--- src/rtl/arb_tx_pkg.sv ---
// Shared types and helpers for the four-channel arbitrated transmit mux.
package arb_tx_pkg;

  localparam int unsigned N_CH  = 4;
  localparam int unsigned IDX_W = 2;

  typedef enum logic [1:0] {
    IDLE,
    ARB,
    START,
    WAIT_DONE
  } state_t;

  function automatic logic is_onehot(input logic [N_CH-1:0] v);
    return (v != '0) && ((v & (v - N_CH'(1))) == '0);
  endfunction

  function automatic logic [IDX_W-1:0] onehot_to_idx(input logic [N_CH-1:0] v);
    logic [IDX_W-1:0] idx;
    idx = '0;
    for (int i = 0; i < N_CH; i++) begin
      if (v[i]) idx = IDX_W'(i);
    end
    return idx;
  endfunction

endpackage

--- src/rtl/arb_chan_hold.sv ---
// Single-channel byte holding register: accepts one byte, holds it until cleared.
module arb_chan_hold #(
  parameter int unsigned DATA_W = 8
) (
  input  logic              clk,
  input  logic              rst,
  input  logic              valid,
  input  logic [DATA_W-1:0] data,
  input  logic              clr,
  output logic              ready,
  output logic              vld,
  output logic [DATA_W-1:0] q
);

  assign ready = ~vld;

  // A full register never loads, so clear and load cannot collide.
  always_ff @(posedge clk) begin
    if (rst) begin
      vld <= 1'b0;
      q   <= '0;
    end else if (clr) begin
      vld <= 1'b0;
    end else if (valid && ready) begin
      vld <= 1'b1;
      q   <= data;
    end
  end

endmodule

--- src/rtl/arb_tx_mux.sv ---
// Collects one byte per channel, requests arbitration and drives the shared
// UART transmitter with a start/busy/done handshake and a stall timeout.
module arb_tx_mux
  import arb_tx_pkg::*;
#(
  parameter int unsigned DATA_W      = 8,
  parameter int unsigned TIMEOUT_CYC = 1024,
  parameter int unsigned CNT_W       = 11
) (
  input  logic                     clk,
  input  logic                     rst,
  input  logic [N_CH-1:0]          ch_valid,
  input  logic [N_CH*DATA_W-1:0]   ch_data,
  output logic [N_CH-1:0]          ch_ready,
  output logic [N_CH-1:0]          req,
  input  logic [N_CH-1:0]          grant,
  output logic                     tx_start,
  output logic [DATA_W-1:0]        tx_data,
  input  logic                     tx_busy,
  input  logic                     tx_done,
  output logic [N_CH-1:0]          tx_sent,
  output logic                     timeout_err,
  output logic                     busy
);

  state_t               state, state_nxt;
  logic [IDX_W-1:0]     sel, sel_nxt;
  logic [CNT_W-1:0]     cnt, cnt_nxt;
  logic [DATA_W-1:0]    tx_data_nxt;
  logic [N_CH-1:0]      tx_sent_nxt;
  logic                 timeout_err_nxt;
  logic [N_CH-1:0]      hold_vld;
  logic [N_CH-1:0]      clr;
  logic [DATA_W-1:0]    hold_data [N_CH];

  for (genvar i = 0; i < N_CH; i++) begin : g_hold
    arb_chan_hold #(.DATA_W(DATA_W)) u_hold (
      .clk   (clk),
      .rst   (rst),
      .valid (ch_valid[i]),
      .data  (ch_data[i*DATA_W +: DATA_W]),
      .clr   (clr[i]),
      .ready (ch_ready[i]),
      .vld   (hold_vld[i]),
      .q     (hold_data[i])
    );
  end

  assign req      = hold_vld;
  assign busy     = (state != IDLE);
  assign tx_start = (state == START) && !tx_busy;

  always_ff @(posedge clk) begin
    if (rst) begin
      state       <= IDLE;
      sel         <= '0;
      cnt         <= '0;
      tx_data     <= '0;
      tx_sent     <= '0;
      timeout_err <= 1'b0;
    end else begin
      state       <= state_nxt;
      sel         <= sel_nxt;
      cnt         <= cnt_nxt;
      tx_data     <= tx_data_nxt;
      tx_sent     <= tx_sent_nxt;
      timeout_err <= timeout_err_nxt;
    end
  end

  // Grant is only trusted in ARB; anything but a one-hot hit on a full channel retries.
  always_comb begin
    state_nxt       = state;
    sel_nxt         = sel;
    cnt_nxt         = cnt;
    tx_data_nxt     = tx_data;
    tx_sent_nxt     = '0;
    timeout_err_nxt = 1'b0;
    clr             = '0;
    case (state)
      IDLE: begin
        if (hold_vld != '0) state_nxt = ARB;
      end
      ARB: begin
        if (is_onehot(grant) && ((grant & hold_vld) != '0)) begin
          sel_nxt     = onehot_to_idx(grant);
          tx_data_nxt = hold_data[onehot_to_idx(grant)];
          state_nxt   = START;
        end else begin
          state_nxt = IDLE;
        end
      end
      START: begin
        if (!tx_busy) begin
          cnt_nxt   = '0;
          state_nxt = WAIT_DONE;
        end
      end
      WAIT_DONE: begin
        cnt_nxt = cnt + CNT_W'(1);
        if (tx_done) begin
          clr[sel]         = 1'b1;
          tx_sent_nxt[sel] = 1'b1;
          state_nxt        = IDLE;
        end else if (cnt == CNT_W'(TIMEOUT_CYC - 1)) begin
          clr[sel]        = 1'b1;
          timeout_err_nxt = 1'b1;
          state_nxt       = IDLE;
        end
      end
      default: state_nxt = IDLE;
    endcase
  end

endmodule

--- config.mk ---
export PLATFORM = sky130hd
export DESIGN_NAME = arb_tx_mux
export DESIGN_NICKNAME = d
export VERILOG_FILES = /design/src/rtl/arb_tx_pkg.sv /design/src/rtl/arb_chan_hold.sv /design/src/rtl/arb_tx_mux.sv
export SDC_FILE = /design/constraint.sdc
export NUM_CORES = 1
export LEC_CHECK = 0
export ABC_AREA = 0
export BUFFER_PORTS_ARGS = -buffer_cell sky130_fd_sc_hd__buf_2
export CAP_MARGIN = 25
export CORE_ASPECT_RATIO = 1.5
export CORE_MARGIN = 2
export CORE_UTILIZATION = 54
export DETAILED_ROUTE_END_ITERATION = 8
export PLACE_DENSITY = 0.78
export REMOVE_ABC_BUFFERS = 1
export SYNTH_ARGS = -nofsm -noshare
export SYNTH_HDL_FRONTEND = slang
export SYNTH_HIERARCHICAL = 1
export SYNTH_SLANG_ARGS = --single-unit
--- constraint.sdc ---
create_clock -name clk -period 2.3 [get_ports clk]
set_input_delay 0.23 -clock clk [delete_from_list [all_inputs] [get_ports clk]]
set_output_delay 0.23 -clock clk [all_outputs]
set_load 0.02 [all_outputs]
Word level (Yosys, flattened, before mapping)
Cells that the tools add are included.
- bits of input ports: 44
- register bits after elaboration: 64
- output and inout bits: 23
- muxes and demuxes: 22
- eq/ne operators: 7
- bitwise logic cells: 13
- order comparisons: 3
- reductions and logical operators: 29
- add/subtract/negate cells: 2
- operator list (kind ; count):
    $pmux 11 s2 ; 1
    $mux 2 ; 9
    $bmux 8 s2 ; 1
    $mux 8 ; 2
    $mux 4 ; 3
    $reduce_and 2->1 ; 6
    $reduce_bool 4->1 ; 3
    $add 11x1->11 const B ; 1
    $eq 11x10->1 const B ; 1
    $mux 11 ; 1
    $not 1->1 ; 10
    $and 4x4->4 ; 2
    $logic_and 1x1->1 ; 8
    $pmux 2 s4 ; 1
    $reduce_or 2->1 ; 4
    $reduce_or 3->1 ; 2
    $eq 2x2->1 const B ; 2
    $logic_not 4->1 ; 1
    $ne 2x2->1 const B ; 2
    $reduce_bool 2->1 ; 2
    $sub 4x1->4 const B ; 1
    $ge 3x3->1 const B ; 1
    $lt 2x3->1 const B ; 1
    $mux 1 ; 3
    8 further kinds ; 8

Depth between registers and ports, before layout
Gate-level depths: netlist of run 1.
- word-level depth: 11
- mapped depth: 8
- gate-level depth less buffers: 7

Cells and area by module
Netlist of run 1, hierarchy kept.
- modules (own cells, without submodules) (module ; seq. area each (um2) ; cells an instance ; instances ; area an instance (um2)):
    arb_chan_hold ; 180.2 ; 39 ; 4 ; 401.6
    arb_tx_mux ; 560.5 ; 194 ; 1 ; 1587.8

Worst setup path before layout of run 1
No wires, ideal clock.
- path type: flip-flop to flip-flop
- start point: register cnt[0]
- end point: register g_hold[0].u_hold.q[0]
- cell stages (with the launch flop): 9
- required time: 2181 ps
- slack: 446 ps
- arrival: 1735 ps
- cells stage by stage: dfxtp_1 ha_1 inv_1 nor4_1 o21ai_1 nor3_1 nor3b_2 buf_6 mux2i_1
- longest elaborated chain between the ends: 6
- ends and longest elaborated chain (element ; line ; source):
    start, declared ; arb_tx_mux.sv:28 ; logic [CNT_W-1:0] cnt, cnt_nxt;
    start signal, assigned ; arb_tx_mux.sv:64 ; cnt <= cnt_nxt;
    $eq 11x10->1 ; arb_tx_mux.sv:105 ; end else if (cnt == CNT_W'(TIMEOUT_CYC - 1)) begin
    $mux 4 ; arb_tx_mux.sv:105 ;
    $mux 4 ; arb_tx_mux.sv:101 ; if (tx_done) begin
    $mux 4 ; arb_tx_mux.sv:80 ; case (state)
    net clr[0] ; arb_tx_mux.sv:33 ; logic [N_CH-1:0] clr;
    $not 1->1 (no line) ; n/a ;
    $reduce_and 2->1 (no line) ; n/a ;
    end signal, assigned ; arb_chan_hold.sv:26 ; q <= data;
    end, declared ; arb_chan_hold.sv:12 ; output logic [DATA_W-1:0] q
The timed path passes the listed nets, and every way through them passes these cells.
A chain may end at the register's enable or synchronous reset.

Final worst setup path of run 1
- start point: register cnt[0]
- end point: register g_hold[1].u_hold.q[6]
- longest elaborated chain between the ends: 6
- ends and longest elaborated chain (element ; line):
    $eq 11x10->1 ; arb_tx_mux.sv:105
    $mux 4 ; arb_tx_mux.sv:105
    $mux 4 ; arb_tx_mux.sv:101
    $mux 4 ; arb_tx_mux.sv:80
    net clr[1] ; arb_tx_mux.sv:33
    $not 1->1 (no line) ; n/a
    $reduce_and 2->1 (no line) ; n/a
    end signal, assigned ; arb_chan_hold.sv:26
    end, declared ; arb_chan_hold.sv:12
The timed path passes the listed nets, and every way through them passes these cells.

==> key figures, run 1 <==
Logic synthesis
  • Post-synth EDFFs: 0
  • Most frequent cell after synthesis: nand2b_1
  • Post-synth ARST share: 0%
  • Synth top area cells: dfxtp_1, nand2b_1, mux2i_1
  • Synthesis Warnings: 6
  • Register area share after synthesis: 40.1%
  • Area fraction of the dominant cell type after synthesis: 40.1%
  • Post-synth design cell area: about 3200 sq um
  • Mapped Cells: 350
  • Synth top cells by count: nand2b_1, dfxtp_1, mux2i_1
  • FF+latch count, synth: 64
  • Area leader, netlist: dfxtp_1
  • Synthesized area per cell: a little over 9 sq um
  • Top_reg_cell synth: dfxtp_1
  • Count of different cell masters after synthesis: 48

Timing
  • Final setup TNS: 0 ns
  • RSZ-0062 raised after global routing: false
  • Worst-margin pin slew: between 0.7 and 0.8 ns
  • Final Worst Setup Slack: roughly 0.23 ns
  • Max_slew headroom: 48.2%
  • Final Critical Period: roughly 2.1 ns
  • Final Max Slew Viols: 0
  • Fmax: between 0.4 and 0.5 GHz
  • Final hold vios: 0
  • Setup Viol. Count Final: 0
  • Fin crit share: between 90% and 100%
  • Clock Skew: about 0.0052 ns

Floorplanning
  • Die Y: just under 100 um
  • DIE WIDTH: between 60 and 70 um
  • Initial Util: 55.6%
  • Die area: 6560 sq um
  • Top Ports: 67
  • Core Box Area: 5740 sq um
  • # rows: 34

Drt
  • Post-DRT Antenna Nets: 0
  • DR vias: roughly 2700
  • Post-DR vias/cell: 5.59
  • Total wire length: between 7000 and 8000 um
  • Drt pass-1 iters: 5
  • Drt drc: 0
  • Initial DRC count: between 150 and 200
  • Mean routed wirelength per cell: ~15 um

Setup path
  • CP Launch Type: flop
  • Worst setup EP type: flop
  • Reg2reg start: cnt[0]
  • Worst reg2reg setup slack: approximately 0.23 ns
  • Worst R2R End: g_hold[1].u_hold/q[6]
  • Required time worst endpoint: approximately 2.6 ns
  • Arr. time, crit path: ~2.3 ns
  • Crit path max fanout: 8
  • FF-to-FF path depth: 7
  • Setup CP Type: reg2reg

Finish
  • NumNets Final: ~460
  • N_diodes: 0
  • Post-layout util: between 60% and 70%
  • Synth-to-layout area growth: 15.9%
  • Share of cells above drive strength 1: between 20 and 25%
  • Fill cells: approximately 500
  • Final instance area: around 3700 sq um

CTS
  • Worst-case clock buffer depth: 2
  • Clock latency at the later pin of the worst-skew pair: about 0.33 ns
  • Clock slew at reported path FFs: about 0.06 ns
  • CTS H-Tree Depth: 3
  • Root buf cell: clkbuf_8
  • Post-CTS setup repair buffer count: 0
  • CTS tree: yes
  • CTS Buf Count: 9
  • Sink Count: 64

Run
  • Max cap viols: 0

Global routing
  • Initial antenna violation count: 0
  • Vias in the first global route: ~2600
  • Total Routing Usage GR: between 20% and 30%
  • Congestion Overflow GR: 0
  • Largest net degree at the start of global routing: 63
  • First-pass GRT wire length: about 12000 um

Min path
  • Hold depth: 3
  • WHS Endpoint: g_hold[1].u_hold/q[3]
  • Worst hold start: ch_data[11]
  • HP Class: in2reg

Placement
  • Pre-CTS setup slack: ~0.12 ns
  • Placer congestion estimate: 0.782
  • DP Area: around 3500 sq um
  • Port bufs: between 60 and 70
  • Dpl hpwl: about 5300 um

Pwr
  • P per Cell Area: between 600 and 700 nW/um^2
  • P_leak: between 1.5 and 2 nW
  • Total power: about 2.3 mW
  • Max VDD drop: ~0.4 mV

Status
  • Status: complete, no violations
-- cells by family (layout without fill, tap and decap cells) --
group           Yosys count  count (layout)  share of synthesized area [%]
compound gates           60              60                           12.7
xor+xnor                  2               2                          0.548
fa+ha+maj                 1               1                          0.392
buf+inv                  38             103                           6.42
flops                    64              64                           40.1
mux                      40              40                           12.5
simple gates            145             145                           27.3
-- flip-flops by register name, indices dropped and copies added (netlist names), named ones only --
name,count
g_hold.u_hold/q,32
tx_sent,4
tx_data,8
sel,2
state,1
g_hold.u_hold/vld,4
timeout_err,1
cnt,11
-- report_power, final --
| part | leakage (nW) | switching [mW] | total [mW] | internal [mW] |
|---|---|---|---|---|
| logic | 0.938 | 0.170 | 0.315 | 0.145 |
| clock network | 0.0842 | 0.381 | 0.811 | 0.430 |
| registers | 0.522 | 0.0394 | 1.20 | 1.16 |
-- stage by stage --
step                hold slack [ns]  instances
floorplan                     0.299        331
global placement              0.457        474
detailed placement            0.465        474
CTS                           0.148        487
global route                  0.156        487
finish                        0.155        487
-- worst max-delay path by stage --
stage	depth (start not counted)	from	to	slack [ns]
after floorplan	7	cnt[0]	g_hold[0].u_hold/q[0]	0.44
final	7	cnt[0]	g_hold[1].u_hold/q[6]	0.23
after CTS	7	cnt[0]	g_hold[1].u_hold/q[2]	0.10
after global routing	7	cnt[0]	g_hold[2].u_hold/q[7]	0.06
after global placement	7	cnt[0]	g_hold[1].u_hold/q[1]	0.20
after detailed placement	7	cnt[0]	g_hold[1].u_hold/q[2]	0.12
-- repair_timing --
item	in CTS	in global routing
setup endpoints to repair	0	17
resized for setup	0	4
hold buffers	0	0
-- cell usage in the layout (no fill, tap or decap), drive strengths merged, types with 2 or more instances in the layout --
cell type  Yosys  final
a21boi         3      3
a21oi         21     21
a222oi         5      5
a22o           2      2
a31oi          2      2
and2           2      2
and3           4      4
buf           17     71
clkbuf         2     12
dfxtp         64     64
inv           19     19
mux2i         40     40
nand2          7      7
nand2b        66     66
nand3         10     10
nand4          4      4
nor2          19     19
nor2b          5      5
nor3           9      9
nor3b          5      5
nor4           2      2
nor4b          3      3
o21a           2      2
o21ai         12     12
o221a          3      3
o311ai         2      2
or3            4      4
or4            2      2
xor2           2      2
-- area by class of cell --
class / count / area [sq um] / area share (%)
flip-flops and latches: 64 / 1280 / 34.6
repair buffers: 71 / 368 / 9.94
clock inverters: 1 / 5.00 / 0.135
well taps: 72 / 90.1 / 2.43
multi-input cells: 248 / 1730 / 46.8
inverters: 19 / 71.3 / 1.93
clock buffers: 12 / 155 / 4.19
-- per-layer routing --
| layer | vias up | global-route usage (%) | part of all wire [%] |
|---|---|---|---|
| met5 | - | 0 | 0 |
| met2 | 114 | 40.5 | 54 |
| met3 | 12 | 4.15 | 5.9 |
| met1 | 1249 | 25.4 | 39 |
| li1 | 1346 | - | - |
| met4 | 0 | 11.8 | 1.7 |
-- worst max-delay path, stage by stage (launching register included) --
cell	delay, ns
dfxtp_1	0.33
ha_1	0.25
inv_1	0.08
nor4_1	0.06
o21ai_1	0.31
nor2_1	0.15
nor3b_4	0.55
mux2i_1	0.26
Power figures use the tool's default switching activity.
==> run 2: changes to the inputs <==
- BUFFER_PORTS_ARGS: -buffer_cell sky130_fd_sc_hd__buf_2 -> -buffer_cell sky130_fd_sc_hd__buf_4
- CORE_UTILIZATION: 54 -> 49
- PLACE_DENSITY: 0.78 -> 0.75
- clock period: 2.3 -> 1.85 ns (I/O delays scaled with it)
==> key figures, run 2 (synthesis gave the netlist of run 1 again) <==
CTS
  • Clock slew at reported path FFs: 0.06 ns (about the same)
  • Sink Count: 64 (unchanged)
  • Clock latency at the later pin of the worst-skew pair: 0.34 ns (was 0.33 ns)
  • Worst-case clock buffer depth: 2 (unchanged)
  • Root buf cell: clkbuf_8 (unchanged)
  • CTS tree: yes (unchanged)
  • CTS H-Tree Depth: 3 (unchanged)
  • CTS Buf Count: 9 (unchanged)

Setup path
  • Worst setup EP type: flop (unchanged)
  • Worst-path cell chain: nand4_1 > nor4_4 > o21ai_4 > nor3_4 > nor3b_4 > buf_12 > mux2i_1 (was ha_1 > inv_1 > nor4_1 > o21ai_1 > nor2_1 > nor3b_4 > mux2i_1)
  • Arr. time, crit path: 2.18 ns (was 2.32 ns)
  • Required time worst endpoint: 2.08 ns (was 2.55 ns)
  • CP Launch Type: flop (unchanged)
  • Crit path max fanout: 8 (unchanged)
  • Max incr delay on CP: 0.47 ns (was 0.55 ns)
  • Slowest stage cell, crit path: nor4_4 (was nor3b_4)
  • Setup CP Type: reg2reg (unchanged)
  • Buffers & Inverters on Critical Path: 1 (unchanged)
  • Critical path's top delay family: simple AND/OR/NAND/NOR gates (unchanged)

Run
  • Max cap viols: 0 (unchanged)

Pwr
  • Max VDD drop: 0.876 mV (was 0.410 mV)
  • P_leak: 1.73 nW (was 1.54 nW)
  • P per Cell Area: 763 nW/um^2 (was 628 nW/um^2)

Drt
  • Total wire length: 7990 um (was 7180 um)
  • Mean routed wirelength per cell: 15.5 um (was 14.7 um)
  • Post-DR vias/cell: 5.50 (was 5.59)
  • Drt drc: 0 (unchanged)
  • Post-DRT Antenna Nets: 0 (unchanged)
  • Initial DRC count: 123 (was 173)
  • DR vias: 2832 (was 2721)
  • Drt pass-1 iters: 5 (unchanged)

Floorplanning
  • Die area: 7190 sq um (was 6560 sq um)
  • Core Box Area: 6400 sq um (was 5740 sq um)
  • DIE WIDTH: 69.9 um (was 66.8 um)
  • Die Y: 103 um (was 98.2 um)
  • Top Ports: 67 (unchanged)
  • # rows: 36 (was 34)
  • Initial Util: 49.9% (was 55.6%)

Finish
  • Most frequent cells in the layout: buf_4, nand2b_1, dfxtp_1 (was nand2b_1, buf_2, dfxtp_1)
  • Synth-to-layout area growth: 30.8% (was 15.9%)
  • Fill cells: 546 (was 502)
  • Largest Register: g_hold.u_hold/q (unchanged)
  • Max reg flops: 32 (unchanged)
  • N_diodes: 0 (unchanged)
  • Share of cells above drive strength 1: 28.2% (was 22.9%)
  • Final instance area: 4180 sq um (was 3700 sq um)
  • Largest registers: g_hold.u_hold/q x32, cnt x11, tx_data x8 (unchanged)
  • Most common cell after layout, fill and taps aside: buf_4
  • NumNets Final: 479 (was 458)
  • Finished Layout Cells: 515 (was 487)

Timing
  • Max_slew headroom: 52.1% (was 48.2%)
  • Final Critical Period: 1.95 ns (was 2.07 ns)
  • Final Worst Setup Slack: -0.104 ns (was 0.229 ns)
  • Worst-margin pin slew: 0.715 ns (was 0.772 ns)
  • Final hold vios: 0 (unchanged)
  • Setup Viol. Count Final: 16 (was 0)
  • Fmax: 0.512 GHz (was 0.483 GHz)
  • RSZ-0062 raised after global routing: true (was false)
  • Final Max Slew Viols: 0 (unchanged)
  • Fin crit share: 106% (was 90.0%)
  • Clock Skew: 0.00761 ns (was 0.00524 ns)
  • Final setup TNS: -1.00 ns (was 0 ns)

Placement
  • Placer congestion estimate: 0.804 (was 0.782)
  • Pre-CTS setup slack: -0.283 ns (was 0.123 ns)
  • Port bufs: 66 (unchanged)
  • Dpl hpwl: 5700 um (was 5330 um)
  • DP Area: 3810 sq um (was 3520 sq um)
  • Placed cells: 492 (was 474)

Status
  • Status: complete, but fails checks (was complete, no violations)
  • Failing checks: negative setup slack

Global routing
  • Congestion Overflow GR: 0 (unchanged)
  • Initial antenna violation count: 0 (unchanged)
  • First-pass GRT wire length: 12400 um (was 11600 um)
  • Total Routing Usage GR: 22.2% (was 23.0%)
  • Vias in the first global route: 2668 (was 2586)
  • Most used routing layer: met2 (unchanged)
  • Largest net degree at the start of global routing: 70 (was 63)
  • GR Util met2: 43.2% (was 40.5%)
  • Met3 usage: 4.11% (was 4.15%)
  • Met1 Track Usage GR: 23.3% (was 25.4%)

Min path
  • HP Class: in2reg (unchanged)
[run 2: cell types whose count changed in the layout (fill, tap and decap cells not counted), sizes merged]
cell / change
clkinv: +1
buf: +21
clkbuf: +1
bufinv: +1
[run 2: repair_timing]
action / CTS / global route
pin swaps: 3 / 5
endpoints found under the setup margin: 32 / 33
gates resized for setup: 6 / 8
hold buffers: 0 / 0
buffers inserted: 3 / 5
[run 2: layer usage]
layer  part of all wire, %  vias to the layer above
li1                      -                     1392
met1                    40                     1351
met2                    54                       77
met3                   4.0                       12
met4                   1.7                        0
met5                     0                        -
[run 2: power breakdown]
| part | switching [mW] | internal, mW |
|---|---|---|
| clock network | 0.517 | 0.692 |
| registers | 0.0402 | 1.44 |
| logic | 0.243 | 0.256 |
| total | 0.800 | 2.39 |
[run 2: worst paths after layout]
| kind | startpoint | endpoint | slack (ns) | cells past startpoint |
|---|---|---|---|---|
| min reg2reg | g_hold[0].u_hold/q[5] | g_hold[0].u_hold/q[5] | 0.47 | 2 |
| max reg2reg | cnt[9] | g_hold[0].u_hold/q[2] | -0.10 | 7 |
| max | cnt[9] | g_hold[0].u_hold/q[2] | -0.10 | 7 |
| min | ch_data[20] | g_hold[2].u_hold/q[4] | 0.11 | 3 |
[run 2: layout make-up]
type	instances	area (sq um)	share of cell area [%]
well taps	76	95.1	2.28
clock buffers	13	159	3.80
inverters	19	71.3	1.71
repair buffers	92	753	18.0
flip-flops and latches	64	1280	30.7
multi-input cells	248	1780	42.5
clock inverters	3	40.0	0.958
[run 2: through the flow]
| step | util, % | power (mW) | hold slack, ns |
|---|---|---|---|
| after floorplan | - | 1.74 | 0.254 |
| after global placement | 59.5 | 1.96 | 0.451 |
| after detailed placement | 59.5 | 1.97 | 0.464 |
| after CTS | 64.2 | 3.19 | 0.0981 |
| after global routing | 65.3 | 3.31 | 0.106 |
| final | 65.3 | 3.19 | 0.107 |
[run 2: worst register-to-register path, cell delays in order, from the launching register on]
cell,delay [ns]
dfxtp_2,0.34
nand4_1,0.21
nor4_4,0.47
o21ai_4,0.15
nor3_4,0.30
nor3b_4,0.09
buf_12,0.16
mux2i_1,0.12
==> run 3: changes to the inputs <==
- RECOVER_POWER: not set -> 25
==> key figures, run 3 (synthesis gave the netlist of run 1 again) <==
Finish
  • NumNets Final: 479 (unchanged)
  • Max reg flops: 32 (unchanged)
  • Final instance area: 4130 sq um (was 4180 sq um)
  • Largest Register: g_hold.u_hold/q (unchanged)
  • Most frequent cells in the layout: buf_4, nand2b_1, dfxtp_1 (unchanged)
  • Post-layout util: 64.6% (was 65.3%)
  • Largest registers: g_hold.u_hold/q x32, cnt x11, tx_data x8 (unchanged)
  • Most common cell after layout, fill and taps aside: buf_4 (unchanged)
  • Fill cells: 562 (was 546)
  • Synth-to-layout area growth: 29.3% (was 30.8%)
  • Finished Layout Cells: 515 (unchanged)
  • N_diodes: 0 (unchanged)
  • Share of cells above drive strength 1: 25.3% (was 28.2%)

Floorplanning
  • Die area: 7190 sq um (unchanged)
  • Die Y: 103 um (unchanged)
  • # rows: 36 (unchanged)
  • Top Ports: 67 (unchanged)
  • DIE WIDTH: 69.9 um (unchanged)
  • Initial Util: 49.9% (unchanged)
  • Core Box Area: 6400 sq um (unchanged)

CTS
  • Sink Count: 64 (unchanged)
  • Clock latency at the later pin of the worst-skew pair: 0.34 ns (about the same)
  • CTS tree: yes (unchanged)
  • Clock slew at reported path FFs: 0.06 ns (about the same)
  • Worst-case clock buffer depth: 2 (unchanged)
  • Root buf cell: clkbuf_8 (unchanged)
  • CTS Buf Count: 9 (unchanged)
  • CTS H-Tree Depth: 3 (unchanged)
  • # hold bufs at CTS: 0 (unchanged)

Setup path
  • CP Launch Type: flop (unchanged)
  • Setup CP Type: reg2reg (unchanged)
  • Worst setup EP type: flop (unchanged)
  • Required time worst endpoint: 2.07 ns (was 2.08 ns)
  • Crit path max fanout: 8 (unchanged)
  • Arr. time, crit path: 2.18 ns (about the same)

Run
  • Max cap viols: 0 (unchanged)

Placement
  • Port bufs: 66 (unchanged)
  • DP Area: 3810 sq um (unchanged)
  • Placer congestion estimate: 0.804 (unchanged)
  • Dpl hpwl: 5700 um (unchanged)
  • Placed cells: 492 (unchanged)

Timing
  • Final setup TNS: -1.07 ns (was -1.00 ns)
  • Max_slew headroom: 53.4% (was 52.1%)
  • Fin crit share: 106% (about the same)
  • Final Max Slew Viols: 0 (unchanged)
  • RSZ-0062 raised after global routing: true (unchanged)
  • Clock Skew: 0.00831 ns (was 0.00761 ns)
  • Final Worst Setup Slack: -0.111 ns (was -0.104 ns)
  • Final hold vios: 0 (unchanged)
  • Fmax: 0.510 GHz (was 0.512 GHz)
  • Setup Viol. Count Final: 16 (unchanged)
  • Worst-margin pin slew: 0.692 ns (was 0.715 ns)
  • Final Critical Period: 1.96 ns (was 1.95 ns)

Drt
  • Metal-1 WL: 3270 um (was 3190 um)
  • Mean routed wirelength per cell: 15.5 um (about the same)
  • Wire length on met3: 290 um (was 321 um)
  • Drt pass-1 iters: 4 (was 5)
  • Met2 WL: 4340 um (was 4330 um)
  • Drt drc: 0 (unchanged)
  • Post-DRT Antenna Nets: 0 (unchanged)
  • Initial DRC count: 129 (was 123)
  • Total wire length: 7980 um (was 7990 um)
  • Post-DR vias/cell: 5.48 (was 5.50)
  • DR vias: 2820 (was 2832)
  • Highest metal used: met4 (unchanged)

Global routing
  • Initial antenna violation count: 0 (unchanged)
  • Largest net degree at the start of global routing: 70 (unchanged)
  • Vias in the first global route: 2668 (unchanged)
  • Congestion Overflow GR: 0 (unchanged)
  • Total Routing Usage GR: 22.2% (unchanged)
  • First-pass GRT wire length: 12400 um (unchanged)

Pwr
  • P per Cell Area: 769 nW/um^2 (was 763 nW/um^2)
  • P_leak: 1.68 nW (was 1.73 nW)
  • Max VDD drop: 0.872 mV (was 0.876 mV)
  • Total power: 3.17 mW (was 3.19 mW)

Status
  • Status: complete, but fails checks (unchanged)
  • Failing checks: negative setup slack (unchanged)

Min path
  • HP Class: in2reg (unchanged)
-- run 3: final timing paths --
kind,startpoint,to,slack [ns],cells past startpoint
worst min register to register,g_hold[0].u_hold/q[5],g_hold[0].u_hold/q[5],0.47,2
worst max-delay path,cnt[9],g_hold[0].u_hold/q[2],-0.11,7
worst max register to register,cnt[9],g_hold[0].u_hold/q[2],-0.11,7
worst min-delay path,ch_data[20],g_hold[2].u_hold/q[4],0.12,3
-- run 3: area by class of cell --
cell class	count	area, sq um	share of cell area [%]
Multi-Input combinational cell	248	1780	43.0
Sequential cell	64	1280	31.1
Inverter	19	71.3	1.73
Timing Repair Buffer	92	704	17.1
Clock buffer	13	159	3.85
Tap cell	76	95.1	2.30
Clock inverter	3	40.0	0.970
-- run 3: per-stage QoR --
stage               worst slack [ns]  hold slack (ns)
CTS                          0.00282           0.0981
global placement              -0.213            0.451
detailed placement            -0.283            0.464
global route                  -0.185            0.106
finish                        -0.111            0.116
floorplan                   -0.00620            0.254
-- run 3: metal layers --
layer / global-route usage (%) / vias to the layer above
met5: 0 / -
met4: 9.47 / 0
met3: 4.11 / 7
met2: 43.2 / 73
met1: 23.3 / 1349
li1: - / 1391
-- run 3: power breakdown --
group / switching (mW) / internal [mW] / leakage, nW / total [mW]
registers: 0.0406 / 1.44 / 0.524 / 1.48
clock network: 0.507 / 0.693 / 0.103 / 1.20
logic: 0.242 / 0.253 / 1.05 / 0.495
total: 0.790 / 2.38 / 1.68 / 3.17
-- run 3: timing repair --
action | 4_1_cts | 5_1_grt
resized for setup | 6 | 8
endpoints found under the setup margin | 32 | 33
pin swaps | 3 | 5
buffers inserted | 3 | 5
-- run 3: worst max-delay path: stages, from the launching register on --
cell and delay [ns]:
dfxtp_2 0.34, nand4_1 0.21, nor4_4 0.47, o21ai_4 0.15, nor3_4 0.30, nor3b_4 0.09, buf_12 0.16, mux2i_1 0.12
